## config.mk

```make
export PLATFORM = sky130hd
export DESIGN_NAME = mmio_bus_decoder
export DESIGN_NICKNAME = d
export VERILOG_FILES = /design/src/rtl/mmio_bus_decoder.sv
export SDC_FILE = /design/constraint.sdc
export NUM_CORES = 1
export LEC_CHECK = 0
export ABC_AREA = 1
export CELL_PAD_IN_SITES_DETAIL_PLACEMENT = 1
export CELL_PAD_IN_SITES_GLOBAL_PLACEMENT = 1
export CORE_MARGIN = 2
export CORE_UTILIZATION = 20
export CTS_CLUSTER_SIZE = 40
export DETAILED_ROUTE_END_ITERATION = 16
export GPL_ROUTABILITY_DRIVEN = 0
export GPL_TIMING_DRIVEN = 1
export PLACE_DENSITY = 0.79
export SLEW_MARGIN = 0
export SYNTH_ARGS = -nofsm -noshare
export SYNTH_HDL_FRONTEND = slang
export SYNTH_SLANG_ARGS = --single-unit
```

## constraint.sdc

```tcl
create_clock -name clk -period 1.4 [get_ports clk]
set_clock_uncertainty 0.05 [all_clocks]
set_input_delay 0.35 -clock clk [delete_from_list [all_inputs] [get_ports clk]]
set_output_delay 0.35 -clock clk [all_outputs]
set_load 0.005 [all_outputs]
```

## src/rtl/mmio_bus_decoder.sv

```systemverilog
// Memory-mapped bus decoder: routes one core data-port access at a time to a
// base/mask-selected slave, with a ready handshake, timeout and error reporting.
module mmio_bus_decoder #(
    parameter int                      DATA_W   = 32,
    parameter int                      N_SLV    = 4,
    parameter logic [N_SLV*DATA_W-1:0] SLV_BASE = '0,
    parameter logic [N_SLV*DATA_W-1:0] SLV_MASK = '0,
    parameter int                      TIMEOUT  = 15
) (
    input  logic                    clk,
    input  logic                    rst,
    input  logic                    m_req,
    input  logic [DATA_W-1:0]       m_addr,
    input  logic                    m_wren,
    input  logic [DATA_W-1:0]       m_wrdata,
    output logic [DATA_W-1:0]       m_rddata,
    output logic                    m_ready,
    output logic                    m_err,
    output logic [N_SLV-1:0]        s_req,
    output logic [DATA_W-1:0]       s_addr,
    output logic                    s_wren,
    output logic [DATA_W-1:0]       s_wrdata,
    input  logic [N_SLV*DATA_W-1:0] s_rddata,
    input  logic [N_SLV-1:0]        s_ready,
    output logic [7:0]              err_cnt
);

    localparam int SEL_W = (N_SLV > 1) ? $clog2(N_SLV) : 1;
    localparam int CNT_W = $clog2(TIMEOUT + 1);

    typedef enum logic [1:0] {IDLE, ACCESS, DONE, ERR} state_t;

    state_t            state;
    state_t            state_nxt;
    logic              hit;
    logic [SEL_W-1:0]  hit_sel;
    logic [DATA_W-1:0] hit_base;
    logic [SEL_W-1:0]  sel_q;
    logic [DATA_W-1:0] addr_q;
    logic [DATA_W-1:0] wdata_q;
    logic              wren_q;
    logic [DATA_W-1:0] rddata_q;
    logic [CNT_W-1:0]  tmo_cnt;
    logic              tmo_hit;
    logic              sel_ready;
    logic [DATA_W-1:0] sel_rddata;

    // Walk from the top index down so the lowest matching window wins.
    always_comb begin
        hit      = 1'b0;
        hit_sel  = '0;
        hit_base = '0;
        for (int i = N_SLV - 1; i >= 0; i--) begin
            if ((m_addr & SLV_MASK[i*DATA_W +: DATA_W]) == SLV_BASE[i*DATA_W +: DATA_W]) begin
                hit      = 1'b1;
                hit_sel  = SEL_W'(i);
                hit_base = SLV_BASE[i*DATA_W +: DATA_W];
            end
        end
    end

    always_comb begin
        sel_ready  = 1'b0;
        sel_rddata = '0;
        for (int i = 0; i < N_SLV; i++) begin
            if (sel_q == SEL_W'(i)) begin
                sel_ready  = s_ready[i];
                sel_rddata = s_rddata[i*DATA_W +: DATA_W];
            end
        end
    end

    assign tmo_hit = (tmo_cnt == CNT_W'(TIMEOUT - 1));

    always_ff @(posedge clk) begin
        if (rst) state <= IDLE;
        else     state <= state_nxt;
    end

    // Ready takes priority over a timeout landing in the same cycle.
    always_comb begin
        state_nxt = state;
        case (state)
            IDLE:    if (m_req) state_nxt = hit ? ACCESS : ERR;
            ACCESS:  begin
                if (sel_ready)    state_nxt = DONE;
                else if (tmo_hit) state_nxt = ERR;
            end
            DONE:    state_nxt = IDLE;
            ERR:     state_nxt = IDLE;
            default: state_nxt = IDLE;
        endcase
    end

    always_ff @(posedge clk) begin
        if (rst) begin
            sel_q    <= '0;
            addr_q   <= '0;
            wdata_q  <= '0;
            wren_q   <= 1'b0;
            rddata_q <= '0;
            tmo_cnt  <= '0;
            err_cnt  <= '0;
        end else begin
            if (state == IDLE && m_req && hit) begin
                sel_q   <= hit_sel;
                addr_q  <= (m_addr - hit_base) >> 2;
                wdata_q <= m_wrdata;
                wren_q  <= m_wren;
                tmo_cnt <= '0;
            end
            if (state == ACCESS) begin
                tmo_cnt <= tmo_cnt + 1'b1;
                if (sel_ready) rddata_q <= sel_rddata;
            end
            if (state_nxt == ERR) begin
                rddata_q <= '0;
                if (err_cnt != 8'hFF) err_cnt <= err_cnt + 8'd1;
            end
        end
    end

    always_comb begin
        s_req   = '0;
        s_wren  = 1'b0;
        m_ready = 1'b0;
        m_err   = 1'b0;
        case (state)
            ACCESS: begin
                s_req  = N_SLV'(1) << sel_q;
                s_wren = wren_q;
            end
            DONE:   m_ready = 1'b1;
            ERR:    begin
                m_ready = 1'b1;
                m_err   = 1'b1;
            end
            default: ;
        endcase
    end

    assign s_addr   = addr_q;
    assign s_wrdata = wdata_q;
    assign m_rddata = rddata_q;

endmodule

```

==> results.md <==
- Total Nets Final: 1009
- Standard cell with the maximum stage delay on the critical path: sky130_fd_sc_hd__dfxtp_2
- Reported max-cap violation count: 0
- Initial antenna violation count: 0
- Setup Viol. Count Final: 92
- Per-cell routed wire length: 16.2 um
- Buffers from clock root to sink, at most: 2
- Total number of H-tree levels: 3
- Vias/cell: 4.25
- I/O pins: 311
- Violations in the final reports: setup timing
- Sinks on the clock net: 109
- Clock latency at the later pin of the worst-skew pair: 360 ps
- Final WS setup: -251 ps
- Most used DFF post-synth: sky130_fd_sc_hd__dfxtp_1
- Total vias in the final route: 4597
- Initial Utilization: 0.204
- GRT Resource Usage Total: 0.155
- Series of cell instances along the critical path: inv_2 -> nand2_4 -> buf_6 -> buf_8 -> nor2_4 -> nor2_4 -> o21ai_4 -> buf_12 -> clkbuf_16 -> a21oi_2
- Delay of the slowest cell on the worst path: around 330 ps
- Crit path arrival time: 1860 ps
- Cells after synthesis: 533
- Static Leakage: 3.42 nW
- Type of destination of the critical path: register
- Synth warnings: 0
- Dominant cells by area after synthesis: sky130_fd_sc_hd__dfxtp_1 53%, sky130_fd_sc_hd__nor2_1 12%, sky130_fd_sc_hd__nand2_1 8.4%, sky130_fd_sc_hd__o21ai_0 7.3%, sky130_fd_sc_hd__a21oi_1 5.5%
- Height of the die: 147 um
- Cell accounting for the most synthesized area: sky130_fd_sc_hd__dfxtp_1
- Area share of the largest cell type after synthesis: 0.531
- Die Width: around 150 um
- Largest net degree at the start of global routing: 33
- Netlist Area Pre-Place: 4110 um2
- Post-detailed-placement half-perimeter wirelength: 11300 um
- Area added between synthesis and finish: 104%
- Peak supply drop: 0.563 mV
- Share of layout cells above drive strength 1: 0.402
- Total of flip-flops plus latches after synthesis: 109
- Final wirelength: 17500 um
- Cell with the most instances after synthesis: sky130_fd_sc_hd__nor2_1
- Synth top cells by count: 134 x sky130_fd_sc_hd__nor2_1, 109 x sky130_fd_sc_hd__dfxtp_1, 92 x sky130_fd_sc_hd__nand2_1
- Kind of path behind the tightest hold check: reg -> reg
- Syn avg cell area: a little under 8 um2
- Number of nets with antenna violations after detailed routing: 0
- Unrepaired setup endpoints after global routing: true
- IO buf count: 204
- Number of placement rows: 52
- Final cycle utilization of the critical path: 1.18
- Smallest hold slack: 406 ps
- Total of hold buffers inserted after clock tree synthesis: 0
- Remaining routing DRC violations: 0
- Count of TritonRoute iterations in the first routing pass: 4
- Clock tree from TritonCTS: yes
- Worst Path Required: between 1500 and 2000 ps
- Sequential area share after synthesis: 0.531
- Ys async rst share: 0
- Number of distinct library cells after synthesis: 25
- Type of the setup path with the least slack: reg -> reg
- Dominant cell type by count on the critical path: sky130_fd_sc_hd__nor2_4
- Post-synth EDFFs: 0
- Filler Cell Count: 2297
- Core region area: 20200 um2
- Status: finished with violations
- Cell area power density: 967 nW/um2
- Max Fanout on Critical Path: 6
- Cells after DPL: 1015
- Floorplan die area: 21700 um2
- Root cell of the clock tree: sky130_fd_sc_hd__clkbuf_16
- Post-layout instance count excluding filler cells: 1082
- Clock input transition at the sequential cells of the worst setup and hold paths: around 80 ps
- Via count of the first global-routing pass: between 4000 and 5000
- Final Critical Period: 1650 ps
- Kind of launch point of the worst setup path: register
- Maximum clock frequency: 606 MHz
- DRT iter0 DRCs: about 170
- Final Hold Viols: 0
- Global-route wire length before repair: 26100 um
- Total overflow reported by the global router: 0
- Cts bufs inserted: 9
- Count of final max-slew check failures: 0
-- path summary, 6_finish.rpt --
check	from	end	slack [ps]	cells after the start
worst min-delay path	m_rddata[4]	m_rddata[4]	410	2
worst max register to register	state[1]	m_rddata[24]	-250	10
worst max-delay path	state[1]	m_rddata[24]	-250	10
worst min register to register	m_rddata[4]	m_rddata[4]	410	2
-- timing repair --
action	4_1_cts	5_1_grt
endpoints found under the setup margin	211	168
resized for setup	322	170
setup buffers	25	20
cloned	8	3
pin swaps	51	23
-- per-layer routing --
layer | part of all wire | track usage | routed length (um)
met1 | 0.42 | 0.179 | 7360
met5 | 0 | 0 | 0
met4 | 0.014 | 0.0438 | 246
met3 | 0.043 | 0.0422 | 747
met2 | 0.52 | 0.282 | 9190
-- layout by cell type (no fill, tap or decap), types with 27 or more instances in the layout --
| cell type | synthesis | final |
|---|---|---|
| sky130_fd_sc_hd__nor2_1 | 134 | 81 |
| sky130_fd_sc_hd__o21ai_2 | 0 | 27 |
| sky130_fd_sc_hd__a21oi_2 | 0 | 31 |
| sky130_fd_sc_hd__nand2_1 | 92 | 89 |
| sky130_fd_sc_hd__clkdlybuf4s15_1 | 0 | 33 |
| sky130_fd_sc_hd__dfxtp_1 | 109 | 56 |
| sky130_fd_sc_hd__buf_4 | 5 | 48 |
| sky130_fd_sc_hd__dfxtp_2 | 0 | 49 |
| sky130_fd_sc_hd__nor2_2 | 1 | 33 |
| sky130_fd_sc_hd__clkdlybuf4s50_1 | 0 | 98 |
| sky130_fd_sc_hd__dlygate4sd2_1 | 0 | 55 |
-- stage by stage --
step	utilization	setup WS [ps]	total power [mW]	setup TNS (ps)	instance area, um2
3_3_place_gp	0.333	-402	4.89	-35560	6720
3_5_place_dp	0.333	-417	4.93	-35720	6720
6_report	0.415	-251	8.09	-11070	8370
5_1_grt	0.415	-331	8.56	-18280	8370
4_1_cts	0.390	-225	7.99	-13570	7860
2_1_floorplan	-	41.0	3.98	0	4120
-- flip-flops by register name, indices dropped and copies added, names as in the netlist --
name,cells
m_rddata,32
tmo_cnt,4
s_addr,30
state,2
err_cnt,8
s_wrdata,32
wren_q,1
-- cell type report --
| cell class | count | area [um2] | area share |
|---|---|---|---|
| multi-input cells | 375 | 2330 | 0.278 |
| diodes | 1 | 2.50 | 0.000299 |
| clock buffers | 9 | 225 | 0.0269 |
| inverters | 17 | 78.8 | 0.00942 |
| flip-flops and latches | 109 | 2260 | 0.270 |
| repair buffers | 294 | 3060 | 0.366 |
| clock inverters | 7 | 75.1 | 0.00897 |
| well taps | 270 | 338 | 0.0404 |
-- worst max-delay path, delay by kind of cell (launching register included) --
| family | cells | cell delay (ps) |
|---|---|---|
| buffers and inverters | 5 | 610 |
| DFF | 1 | 330 |
| and+or+nand+nor | 3 | 320 |
| AOI/OAI and AO/OA | 2 | 220 |
-- cells by family after synthesis --
kind of cell,after synthesis,share of synthesized area
AO/OA/AOI/OAI,114,0.143
XOR/XNOR,3,0.00640
adder cells (fa/ha/maj),3,0.00914
buffers and inverters,53,0.0639
flip-flops,109,0.531
other,1,0.000913
AND/OR/NAND/NOR,250,0.246
-- power breakdown --
part           switching, mW  internal [mW]  total (mW)
logic                  0.872           1.13        2.00
registers              0.128           3.32        3.45
clock network           1.37           1.27        2.64
No activity file was read; power rests on OpenSTA's default activity.
